==> src/rtl/garage_pkg.sv <==
`default_nettype none
//------------------------------------------------------------------------------
// Module   : garage_pkg
// Purpose  : Shared state encoding, priority encoding and defaults for the
//            garage gate arbiter.
// Revision : 1.0 - initial release
//------------------------------------------------------------------------------
package garage_pkg;

    localparam int DEF_CAPACITY     = 8;
    localparam int DEF_DOOR_CYCLES  = 4;
    localparam int DEF_GUARD_CYCLES = 2;

    localparam logic [1:0] ST_IDLE       = 2'd0;
    localparam logic [1:0] ST_ENTRY_OPEN = 2'd1;
    localparam logic [1:0] ST_EXIT_OPEN  = 2'd2;
    localparam logic [1:0] ST_GUARD      = 2'd3;

    localparam logic PRI_ENTRY = 1'b0;
    localparam logic PRI_EXIT  = 1'b1;

endpackage
`default_nettype wire

==> src/rtl/garage_phase_timer.sv <==
`default_nettype none
//------------------------------------------------------------------------------
// Module   : garage_phase_timer
// Purpose  : Loadable down-counter; done is high while the count sits at zero.
// Revision : 1.0 - initial release
//------------------------------------------------------------------------------
module garage_phase_timer #(
    parameter int W = 2
) (
    input  logic         Clk,
    input  logic         Reset_n,
    input  logic         load,
    input  logic [W-1:0] load_val,
    output logic         done
);

    logic [W-1:0] r_count;

    always_ff @(posedge Clk or negedge Reset_n) begin
        if (!Reset_n) begin
            r_count <= '0;
        end else if (load) begin
            r_count <= load_val;
        end else if (r_count != '0) begin
            r_count <= r_count - W'(1);
        end
    end

    assign done = (r_count == '0);

endmodule
`default_nettype wire

==> src/rtl/garage_gate_arbiter.sv <==
`default_nettype none
//------------------------------------------------------------------------------
// Module   : garage_gate_arbiter
// Purpose  : Shared one-lane gate controller: arbitrates entry/exit requests,
//            sequences door-open and guard phases, tracks occupancy.
// Revision : 1.0 - initial release
//------------------------------------------------------------------------------
module garage_gate_arbiter
    import garage_pkg::*;
#(
    parameter int CAPACITY     = DEF_CAPACITY,
    parameter int DOOR_CYCLES  = DEF_DOOR_CYCLES,
    parameter int GUARD_CYCLES = DEF_GUARD_CYCLES,
    parameter int CNT_W        = $clog2(CAPACITY + 1)
) (
    input  logic             Clk,
    input  logic             Reset_n,
    input  logic             Car_entry_request,
    input  logic             Car_exit_request,
    output logic             Open_entry_door,
    output logic             Open_exit_door,
    output logic             Garage_is_complete,
    output logic             Garage_is_empty,
    output logic [CNT_W-1:0] Car_count
);

    localparam int TMR_MAX = (DOOR_CYCLES > GUARD_CYCLES) ? DOOR_CYCLES : GUARD_CYCLES;
    localparam int TMR_W   = $clog2(TMR_MAX + 1);

    localparam logic [TMR_W-1:0] DOOR_LOAD  = TMR_W'(DOOR_CYCLES - 1);
    localparam logic [TMR_W-1:0] GUARD_LOAD = TMR_W'(GUARD_CYCLES - 1);
    localparam logic [CNT_W-1:0] FULL_COUNT = CNT_W'(CAPACITY);

    logic [1:0]       r_state;
    logic [1:0]       w_next_state;
    logic             r_pri;
    logic             w_next_pri;
    logic             r_entry_door;
    logic             r_exit_door;
    logic [CNT_W-1:0] r_count;

    logic             w_entry_ok;
    logic             w_exit_ok;
    logic             w_grant_entry;
    logic             w_grant_exit;
    logic             w_load;
    logic [TMR_W-1:0] w_load_val;
    logic             w_timer_done;

    assign Garage_is_complete = (r_count == FULL_COUNT);
    assign Garage_is_empty    = (r_count == '0);
    assign Car_count          = r_count;
    assign Open_entry_door    = r_entry_door;
    assign Open_exit_door     = r_exit_door;

    // Full/empty gating is what keeps the occupancy counter from wrapping.
    assign w_entry_ok = Car_entry_request && !Garage_is_complete;
    assign w_exit_ok  = Car_exit_request  && !Garage_is_empty;

    garage_phase_timer #(
        .W (TMR_W)
    ) u_phase_timer (
        .Clk      (Clk),
        .Reset_n  (Reset_n),
        .load     (w_load),
        .load_val (w_load_val),
        .done     (w_timer_done)
    );

    always_comb begin
        w_next_state  = r_state;
        w_next_pri    = r_pri;
        w_grant_entry = 1'b0;
        w_grant_exit  = 1'b0;
        w_load        = 1'b0;
        w_load_val    = DOOR_LOAD;

        case (r_state)
            ST_IDLE: begin
                // The pointer only moves when a real tie was resolved.
                if (w_entry_ok && w_exit_ok) begin
                    if (r_pri == PRI_ENTRY) begin
                        w_grant_entry = 1'b1;
                        w_next_pri    = PRI_EXIT;
                    end else begin
                        w_grant_exit  = 1'b1;
                        w_next_pri    = PRI_ENTRY;
                    end
                end else if (w_entry_ok) begin
                    w_grant_entry = 1'b1;
                end else if (w_exit_ok) begin
                    w_grant_exit = 1'b1;
                end

                if (w_grant_entry) begin
                    w_next_state = ST_ENTRY_OPEN;
                    w_load       = 1'b1;
                end else if (w_grant_exit) begin
                    w_next_state = ST_EXIT_OPEN;
                    w_load       = 1'b1;
                end
            end
            ST_ENTRY_OPEN, ST_EXIT_OPEN: begin
                if (w_timer_done) begin
                    w_next_state = ST_GUARD;
                    w_load       = 1'b1;
                    w_load_val   = GUARD_LOAD;
                end
            end
            ST_GUARD: begin
                if (w_timer_done) begin
                    w_next_state = ST_IDLE;
                end
            end
            default: begin
                w_next_state = ST_IDLE;
            end
        endcase
    end

    always_ff @(posedge Clk or negedge Reset_n) begin
        if (!Reset_n) begin
            r_state      <= ST_IDLE;
            r_pri        <= PRI_ENTRY;
            r_entry_door <= 1'b0;
            r_exit_door  <= 1'b0;
            r_count      <= '0;
        end else begin
            r_state      <= w_next_state;
            r_pri        <= w_next_pri;
            r_entry_door <= (w_next_state == ST_ENTRY_OPEN);
            r_exit_door  <= (w_next_state == ST_EXIT_OPEN);
            if (r_state == ST_ENTRY_OPEN && w_timer_done) begin
                r_count <= r_count + CNT_W'(1);
            end else if (r_state == ST_EXIT_OPEN && w_timer_done) begin
                r_count <= r_count - CNT_W'(1);
            end
        end
    end

endmodule
`default_nettype wire

==> config.mk <==
export PLATFORM = sky130hd
export DESIGN_NAME = garage_gate_arbiter
export DESIGN_NICKNAME = d
export VERILOG_FILES = /design/src/rtl/garage_pkg.sv /design/src/rtl/garage_phase_timer.sv /design/src/rtl/garage_gate_arbiter.sv
export SDC_FILE = /design/constraint.sdc
export NUM_CORES = 1
export LEC_CHECK = 0
export ABC_CLOCK_PERIOD_IN_PS = 2460
export CAP_MARGIN = 20
export CELL_PAD_IN_SITES_DETAIL_PLACEMENT = 0
export CELL_PAD_IN_SITES_GLOBAL_PLACEMENT = 1
export CORE_UTILIZATION = 40
export DETAILED_ROUTE_END_ITERATION = 10
export PLACE_DENSITY_LB_ADDON = 0.2
export SLEW_MARGIN = 40
export SYNTH_ARGS = -nofsm -noshare
export SYNTH_HDL_FRONTEND = slang
export SYNTH_SLANG_ARGS = --single-unit
==> constraint.sdc <==
create_clock -name Clk -period 2.46 [get_ports Clk]
set_input_delay 0.738 -clock Clk [delete_from_list [all_inputs] [get_ports Clk]]
set_output_delay 0.738 -clock Clk [all_outputs]
set_load 0.01 [all_outputs]
Word level (Yosys, flattened, before mapping)
Index checks and enable logic that the tools add are counted.
{"block": "totals", "register_bits": 12, "output_inout_bits": 8}
{"block": "classes", "addsub": 3, "eq_ne": 6, "mux": 24, "reduce_logical": 15}
{"operator": "1-bit 2-to-1 mux", "count": 12}
{"operator": "2-bit 2-to-1 mux", "count": 6}
{"operator": "4-bit 2-to-1 mux", "count": 2}
{"operator": "2-bit == test, second input constant", "count": 3}
{"operator": "3-bit 2-to-1 mux", "count": 2}
{"operator": "2-bit one-hot mux with 3 select lines", "count": 1}
{"operator": "1-bit logical AND", "count": 5}
{"operator": "4-bit by 1-bit adder with 4-bit output, second input constant", "count": 1}
{"operator": "2-bit by 1-bit == test with 1-bit output, second input constant", "count": 2}
{"operator": "4-bit == test, second input constant", "count": 1}
{"operator": "4-bit zero test", "count": 1}
{"operator": "2-bit nonzero test", "count": 2}
{"operator": "4-bit by 1-bit subtractor with 4-bit output, second input constant", "count": 1}
{"operator": "3-bit zero test", "count": 1}
{"operator": "3-bit nonzero test", "count": 1}
{"operator": "3-bit by 1-bit subtractor with 3-bit output, second input constant", "count": 1}
{"operator": "1-bit zero test", "count": 2}
{"operator": "2-bit zero test", "count": 1}
{"operator": "1-bit one-hot mux with 2 select lines", "count": 1}
{"operator": "2-bit AND reduction", "count": 1}
{"operator": "2-bit OR reduction", "count": 1}

Logic depth before layout (Yosys ltp)
Gate-level depths: netlist (run 1).
{"block": "logic_depth", "depth_word": 11, "mapped_depth": 10, "depth_no_buf": 9}

Cells and area by module
Synthesis (run 1) repeated with hierarchy kept, for this count alone.
{"block": "hier_totals", "cells_unflattened": 79, "hier_area_um2": 803.3}
{"mod": "garage_gate_arbiter", "instances": 1, "cells_each": 58, "area_per_inst_um2": 601.8, "seq_area_each_um2": 225.2}
{"mod": "garage_phase_timer", "instances": 1, "cells_each": 21, "area_per_inst_um2": 201.4, "seq_area_each_um2": 75.1}

Worst setup path after synthesis (run 1)
Ideal clock, no wire load.
{"block": "synth_timing", "kind": "register -> register", "startpoint": "register u_phase_timer.r_count[0]", "endpoint": "register r_count[3] (netlist: Car_count[3])", "setup_time_ns": 0.079, "arrival_time_ns": 1.968, "t_required_ns": 2.381, "setup_slack_ns": 0.413, "path_stages_with_launch": 11, "synth_period_minus_slack_ns": 2.047, "cell_sequence": "dfrtp_1 -> inv_1 -> ha_1 -> nor2b_1 -> clkbuf_2 -> nand2_1 -> ha_1 -> a21o_1 -> a21oi_1 -> mux2i_1 -> xor2_1"}
{"block": "synth_via", "elab_chain_cells": 3, "word_cells_on_any_way": 5}
{"item": "start, declared", "line": "garage_phase_timer.sv:17", "source": "logic [W-1:0] r_count;"}
{"item": "start signal, assigned", "line": "garage_phase_timer.sv:23", "source": "r_count <= load_val;"}
{"item": "start signal, assigned", "line": "garage_phase_timer.sv:25", "source": "r_count <= r_count - W'(1);"}
{"item": "3-bit zero test (*)", "line": "garage_phase_timer.sv:29", "source": "assign done = (r_count == '0);"}
{"item": "1-bit logical AND (on tied branches)", "line": "garage_gate_arbiter.sv:133, garage_gate_arbiter.sv:135"}
{"item": "4-bit 2-to-1 mux or 2-bit nonzero test (tied branches)"}
{"item": "end signal, assigned", "line": "garage_gate_arbiter.sv:134", "source": "r_count <= r_count + CNT_W'(1);"}
{"item": "end signal, assigned", "line": "garage_gate_arbiter.sv:136", "source": "r_count <= r_count - CNT_W'(1);"}
{"item": "end, declared", "line": "garage_gate_arbiter.sv:40", "source": "logic [CNT_W-1:0] r_count;"}
Every way passes the cells marked *; elsewhere a longest branch is shown, timed or not.
A chain may end at the register's enable or synchronous reset.

Worst setup path in the final report (run 1)
{"block": "layout_timing", "startpoint": "register r_count[2] (netlist: Car_count[2])", "endpoint": "output Garage_is_empty"}
{"block": "layout_via", "elab_chain_cells": 1}
{"item": "4-bit zero test", "line": "garage_gate_arbiter.sv:51", "source": "assign Garage_is_empty = (r_count == '0);"}
{"item": "end, declared", "line": "garage_gate_arbiter.sv:23", "source": "output logic Garage_is_empty,"}
No other way between the ends.

==> results of run 1 <==
==> flip-flops by register name, summed over array words and instances, names as in the netlist <==
register and count:
Car_count 4, Open_exit_door 1, Open_entry_door 1, r_pri 1, r_state 2, u_phase_timer.r_count 3
==> metrics by stage <==
step / area (um^2) / utilization / hold WS (ps) / setup WS (ps)
floorplan: 781 / - / 442 / 413
global placement: 932 / 0.523 / 494 / 333
detailed placement: 932 / 0.523 / 498 / 330
CTS: 968 / 0.543 / 512 / 17.6
global route: 978 / 0.549 / 534 / 3.82
finish: 978 / 0.549 / 512 / 95.0
==> per-layer routing <==
| metal | routed length, um | track usage | up-vias |
|---|---|---|---|
| met5 | 0 | 0 | - |
| met4 | 25 | 0.0882 | 0 |
| met3 | 32 | 0.0353 | 4 |
| met2 | 715 | 0.287 | 8 |
| met1 | 738 | 0.221 | 272 |
| li1 | - | - | 295 |
==> Yosys cell counts, drive strengths merged, types with 2 or more instances <==
| library cell | number |
|---|---|
| nand3 | 2 |
| nand2 | 6 |
| mux2i | 2 |
| inv | 5 |
| xnor2 | 4 |
| a21oi | 4 |
| nor2 | 6 |
| ha | 9 |
| dfrtp | 12 |
| o21ai | 3 |
| a21o | 2 |
| nand3b | 3 |
==> cell type report <==
class | count | share of cell area
sequential | 12 | 0.308
tap | 25 | 0.0320
clock buffer | 4 | 0.0371
multi-input combinational | 57 | 0.473
timing repair buffer | 13 | 0.130
inverter | 5 | 0.0192
==> power breakdown <==
| part | total [mW] | switching, mW | internal [mW] | leakage (nW) |
|---|---|---|---|---|
| combinational | 0.743 | 0.359 | 0.385 | 0.280 |
| clock | 0.166 | 0.0755 | 0.0901 | 0.0210 |
| sequential | 0.409 | 0.115 | 0.294 | 0.145 |
| total | 1.32 | 0.549 | 0.769 | 0.446 |
==> worst max-delay path, cell delays in order, from the launching register on <==
cell,delay (ps)
dfrtp_1,450
nor4_2,320
clkdlybuf4s50_1,590
==> cells by family after synthesis <==
logic type,after synthesis,share of synthesized area
DFF,12,0.385
adders and majority gates,10,0.170
AOI/OAI and AO/OA,17,0.163
and+or+nand+nor,22,0.155
muxes,3,0.0401
xor gates and xnor gates,5,0.0561
buffers and inverters,6,0.0304
==> worst paths after layout <==
path / start / endpoint / slack [ps]
hold / removal: r_pri$_DFFE_PN0P_ / r_pri$_DFFE_PN0P_ / 510
min in group asynchronous: Reset_n / Car_count[1]$_DFFE_PN0P_ / 810
setup / recovery: Car_count[2]$_DFFE_PN0P_ / Garage_is_empty / 100
setup reg to reg: u_phase_timer.r_count[0]$_DFFE_PN0P_ / Car_count[3]$_DFFE_PN0P_ / 320
hold reg to reg: r_pri$_DFFE_PN0P_ / r_pri$_DFFE_PN0P_ / 510
max in group asynchronous: Reset_n / Car_count[0]$_DFFE_PN0P_ / 1240
==> timing repair <==
action / CTS / global route
hold buffers: 0 / 0
endpoints found under the setup margin: 0 / 2
gates resized for setup: 0 / 3
==> summary.md, run 1 <==
| Metric | Value |
|---|---|
| Unrepaired setup endpoints after global routing | no |
| Placer Congestion | 0.729 |
| Layout area overhead | 25.3% |
| Mapped Area | 781 um^2 |
| Power Total | 1.32 mW |
| Yosys cell types | 29 |
| Die width | 46.2 um |
| Most common cell after layout, fill and taps aside | dfrtp_1 |
| Number of remaining DRC errors | 0 |
| CP Class | flip-flop to output port |
| Starting density of the core | 0.438 |
| H-Tree Depth | 1 |
| Worst R2R Path Depth | 9 |
| Total GRT Usage | 0.177 |
| Fillers | 159 |
| Cell Count, Final, Fillers Out | 116 |
| Crit path time final | 2360 ps |
| Worst-path clk slew | 80 ps |
| Largest cells by area after synthesis | dfrtp_1 (38%), ha_1 (14%), xnor2_1 (4.5%), nand2_1 (2.9%), nand3b_1 (2.9%) |
| Antenna viol nets, final | 0 |
| Ant. Diodes | 0 |
| Synth Flop Type | dfrtp_1 |
| Pins over their slew limit | 0 |
| Crit. End Element | output port |
| Core Box Area | 0.00178 mm^2 |
| CP required | 1720 ps |
| First-pass GRT wire length | 2.57 mm |
| Final HPWL DP | 1.19 mm |
| Setup TNS | 0 ps |
| Syn. warnings | 0 |
| TritonCTS Buffers | 3 |
| Footprint of the multi-input gates | 463 um^2 |
| CTS tree | done |
| Input/output buffers | 11 |
| Vias in the first global route | 564 |
| Die height | 46.2 um |
| Slew @ Worst Pin | 566 ps |
| Final hold violations | 0 |
| CP startpoint kind | flip-flop |
| IO Count | 12 |
| DR vias | 579 |
| Data arrival, critical path | 1630 ps |
| Initial drt markers | 8 |
| Largest net degree at the start of global routing | 13 |
| Share of cells above drive strength 1 | 0.154 |
| Mapped Avg Cell Area | 10.4 um^2 |
| Sequential Area | 302 um^2 |
| VDD IR max | 0.000554 V |
| Total wire length | 1.51 mm |
| Synth area leader | dfrtp_1 |
| Pwr dens | 1350 mW/mm^2 |
| Die ar. | 0.00213 mm^2 |
| Async S/R FF share, synth | 1.00 |
| Root Buffer | clkbuf_4 |
| Syn Inst Count | 75 |
| Post-synth top area share | 0.385 |
| Sequential area share after synthesis | 0.385 |
| Grt ovf | 0 |
| Highest clock rate | 423 MHz |
| Clock Path Buffers | 2 |
| Core Rows | 15 |
| Tcrit/Tclk final | 0.961 |
| Wire per inst | 13.0 um |
| Clock Latency Late Sink | 290 ps |
| Initial antenna violation count | 0 |
| Hold Path Class | flip-flop to flip-flop |
| Final nets | 106 |
| Depth of the worst hold-timing path | 1 |
| Max Clock Skew | 11.7 ps |
| Placed cells | 112 |
| Post-CTS Setup Bufs | 0 |
| Most frequent cells in the layout | dfrtp_1 (11), clkdlybuf4s50_1 (10), ha_1 (9) |
| Final setup vio count | 0 |
| Syn Nets | 89 |
| TritonRoute pass-1 iters | 2 |
| EDFF count, synth | 0 |
| Worst-path fanout max | 6 |
| Normalized max-slew margin | 0.622 |
| Synth Register Bits | 12 |
| Avg Vias per Cell | 4.99 |
| Number of max-cap violations | 0 |
| Sink Count | 12 |
| Status | finished clean |
| Static Leakage | 0.446 nW |
Power figures use the tool's default switching activity.
==> inputs of run 2 (changes only) <==
--- a/config.mk
+++ b/config.mk
@@ -5,12 +5,14 @@
 export SDC_FILE = /design/constraint.sdc
 export NUM_CORES = 1
 export LEC_CHECK = 0
+export ABC_AREA = 1
 export ABC_CLOCK_PERIOD_IN_PS = 2460
 export CAP_MARGIN = 20
 export CELL_PAD_IN_SITES_DETAIL_PLACEMENT = 0
 export CELL_PAD_IN_SITES_GLOBAL_PLACEMENT = 1
-export CORE_UTILIZATION = 40
+export CORE_UTILIZATION = 45
 export DETAILED_ROUTE_END_ITERATION = 10
+export DONT_BUFFER_PORTS = 1
 export PLACE_DENSITY_LB_ADDON = 0.2
 export SLEW_MARGIN = 40
 export SYNTH_ARGS = -nofsm -noshare
==> summary.md, run 2 <==
| Metric | Value |
|---|---|
| Final nets | 111 (was 106) |
| Tcrit/Tclk final | 0.803 (was 0.961) |
| Max Clock Skew | 2.69 ps (was 11.7 ps) |
| EDFF count, synth | 0 (unchanged) |
| Core Rows | 14 (was 15) |
| Final hold slack | 158 ps (was 512 ps) |
| Final setup vio count | 0 (unchanged) |
| Mapped Area | 796 um^2 (was 781 um^2) |
| First-pass GRT wire length | 2.28 mm (was 2.57 mm) |
| Placer Congestion | 0.681 (was 0.729) |
| Syn. warnings | 0 (unchanged) |
| Input/output buffers | 0 (was 11) |
| CTS tree | done (unchanged) |
| TritonCTS Buffers | 3 (unchanged) |
| Highest clock rate | 506 MHz (was 423 MHz) |
| Failing checks | DRC |
| Static Leakage | 0.458 nW (was 0.446 nW) |
| Core Box Area | 0.00158 mm^2 (was 0.00178 mm^2) |
| Root Buffer | clkbuf_4 (unchanged) |
| Ant. Diodes | 0 (unchanged) |
| Total GRT Usage | 0.161 (was 0.177) |
| Syn Inst Count | 92 (was 75) |
| Post-CTS Resized | 0 (unchanged) |
| Post-route setup slack | 484 ps (was 95.0 ps) |
| H-Tree Depth | 1 (unchanged) |
| Met1 usage | 0.233 (was 0.221) |
| Slew @ Worst Pin | 286 ps (was 566 ps) |
| Final HPWL DP | 1.03 mm (was 1.19 mm) |
| Grt ovf | 0 (unchanged) |
| Data arrival, critical path | 2130 ps (was 1630 ps) |
| Synth Register Bits | 12 (unchanged) |
| Yosys cell types | 18 (was 29) |
| Avg Vias per Cell | 5.12 (was 4.99) |
| Die ar. | 0.00194 mm^2 (was 0.00213 mm^2) |
| Most frequent cell after synthesis | nand2_1 (was dfrtp_1) |
| DR vias | 573 (was 579) |
| Layout area overhead | 7.08% (was 25.3%) |
| Final hold violations | 0 (unchanged) |
| Die width | 44.1 um (was 46.2 um) |
| Async S/R FF share, synth | 1.00 (unchanged) |
| DP Worst Slack | 476 ps (was 330 ps) |
| Pwr dens | 1270 mW/mm^2 (was 1350 mW/mm^2) |
| Sequential area share after synthesis | 0.377 (was 0.385) |
| VDD IR max | 0.000648 V (was 0.000554 V) |
| Clock Path Buffers | 2 (unchanged) |
| Pins over their slew limit | 0 (unchanged) |
| Syn Nets | 106 (was 89) |
| Initial antenna violation count | 0 (unchanged) |
| Setup TNS | 0 ps (unchanged) |
| Worst-path fanout max | 10 (was 6) |
| Antenna viol nets, final | 0 (unchanged) |
| Starting density of the core | 0.505 (was 0.438) |
| Number of max-cap violations | 0 (unchanged) |
| Normalized max-slew margin | 0.809 (was 0.622) |
| Largest cells by area after synthesis | dfrtp_1 (38%), ha_1 (14%), nand2_1 (9.0%), inv_1 (6.6%), nand3_1 (5.7%) (was dfrtp_1 (38%), ha_1 (14%), xnor2_1 (4.5%), nand2_1 (2.9%), nand3b_1 (2.9%)) |
| Die height | 44.1 um (was 46.2 um) |
| CP startpoint kind | flip-flop (unchanged) |
| Vias in the first global route | 571 (was 564) |
| Largest net degree at the start of global routing | 13 (unchanged) |
| CP required | 2620 ps (was 1720 ps) |
| Post-synth top area share | 0.377 (was 0.385) |
| Most frequent cells in the layout | nand2_1 (19), inv_1 (14), dfrtp_1 (12) (was dfrtp_1 (11), clkdlybuf4s50_1 (10), ha_1 (9)) |
| Post-synth top cells | nand2_1 (19), inv_1 (14), dfrtp_1 (12) (was dfrtp_1 (12), ha_1 (9), nand2_1 (6), nor2_1 (6), inv_1 (5)) |
| Crit. End Element | flip-flop (was output port) |
| Clock Latency Late Sink | 260 ps (was 290 ps) |
| Sink Count | 12 (unchanged) |
| Hold buffer count at cts | 0 (unchanged) |
| Grt met2 use | 0.238 (was 0.287) |
| GRT met3 Usage | 0.0367 (was 0.0353) |
| Placed Area | 816 um^2 (was 932 um^2) |
| Status | complete, but fails checks (was finished clean) |
| TritonRoute pass-1 iters | 9 (was 2) |
| GR peak layer | met2 (unchanged) |
| Mapped Avg Cell Area | 8.65 um^2 (was 10.4 um^2) |
| Share of cells above drive strength 1 | 0.167 (was 0.154) |
| Wire per inst | 11.5 um (was 13.0 um) |
| Final non-filler cell area | 852 um^2 (was 978 um^2) |
| Max reg flops | 4 (unchanged) |
| Worst-path clk slew | 80 ps (about the same) |
| Synth Flop Type | dfrtp_1 (unchanged) |
| Most common cell after layout, fill and taps aside | nand2_1 (was dfrtp_1) |
| Initial drt markers | 7 (was 8) |
| Hold Path Class | input port to asynchronous set/reset pin (was flip-flop to flip-flop) |
| Number of remaining DRC errors | 2 (was 0) |
| CP Class | flip-flop to flip-flop (was flip-flop to output port) |
| Synth area leader | dfrtp_1 (unchanged) |
| Post-CTS Setup Bufs | 0 (unchanged) |
| Crit path time final | 1980 ps (was 2360 ps) |
| Total wire length | 1.29 mm (was 1.51 mm) |
| Unrepaired setup endpoints after global routing | no (unchanged) |
| IO Count | 12 (unchanged) |
## run 2: logic make-up after synthesis
| group | synth area share |
|---|---|
| AND/OR/NAND/NOR | 0.259 |
| buffers and inverters | 0.0660 |
| flip-flops | 0.377 |
| adder cells (fa/ha/maj) | 0.167 |
| AO/OA/AOI/OAI | 0.0472 |
| XOR/XNOR | 0.0550 |
| multiplexers | 0.0283 |
## run 2: cell type report
cell class | count | area (um^2)
Fill cell | 157 | 724
Multi-Input combinational cell | 66 | 443
Sequential cell | 12 | 300
Inverter | 14 | 52.6
Clock buffer | 4 | 36.3
Tap cell | 16 | 20.0
## run 2: worst paths after layout
| kind | startpoint | end | slack, ps | cells after the start |
|---|---|---|---|---|
| max in group asynchronous | Reset_n | r_state[0]$_DFF_PN0_ | 2230 | 0 |
| hold / removal | Reset_n | Car_count[3]$_DFFE_PN0P_ | 160 | 0 |
| hold reg to reg | r_pri$_DFFE_PN0P_ | r_pri$_DFFE_PN0P_ | 470 | 1 |
| min in group Clk | r_pri$_DFFE_PN0P_ | r_pri$_DFFE_PN0P_ | 470 | 1 |
| setup / recovery | u_phase_timer.r_count[0]$_DFFE_PN0P_ | Car_count[3]$_DFFE_PN0P_ | 480 | 11 |
| setup reg to reg | u_phase_timer.r_count[0]$_DFFE_PN0P_ | Car_count[3]$_DFFE_PN0P_ | 480 | 11 |
## run 2: worst max-delay path: stages (launching register included)
cell and delay, ps:
dfrtp_1 380, inv_1 100, ha_1 150, inv_1 50, nor2_4 200, nand2_2 140, ha_1 340, a21oi_1 180
nand2_1 70, nand2_1 50, nand3_1 70, xor2_1 140
## run 2: metrics by stage
stage / util / instances / total power [mW]
after floorplan: - / 92 / 0.826
after global placement: 0.517 / 108 / 0.915
after detailed placement: 0.517 / 108 / 0.930
after CTS: 0.540 / 112 / 1.09
after global routing: 0.540 / 112 / 1.19
final: 0.540 / 112 / 1.08
## run 2: per-layer routing
| layer | routed length [um] | vias to the layer above |
|---|---|---|
| li1 | - | 296 |
| met1 | 689 | 258 |
| met2 | 506 | 17 |
| met3 | 74 | 2 |
| met4 | 14 | 0 |
| met5 | 0 | - |
## run 2: where the power goes
part / switching (mW) / internal (mW) / total (mW)
combinational: 0.312 / 0.220 / 0.531
clock: 0.0636 / 0.0898 / 0.153
sequential: 0.109 / 0.285 / 0.394
total: 0.485 / 0.594 / 1.08
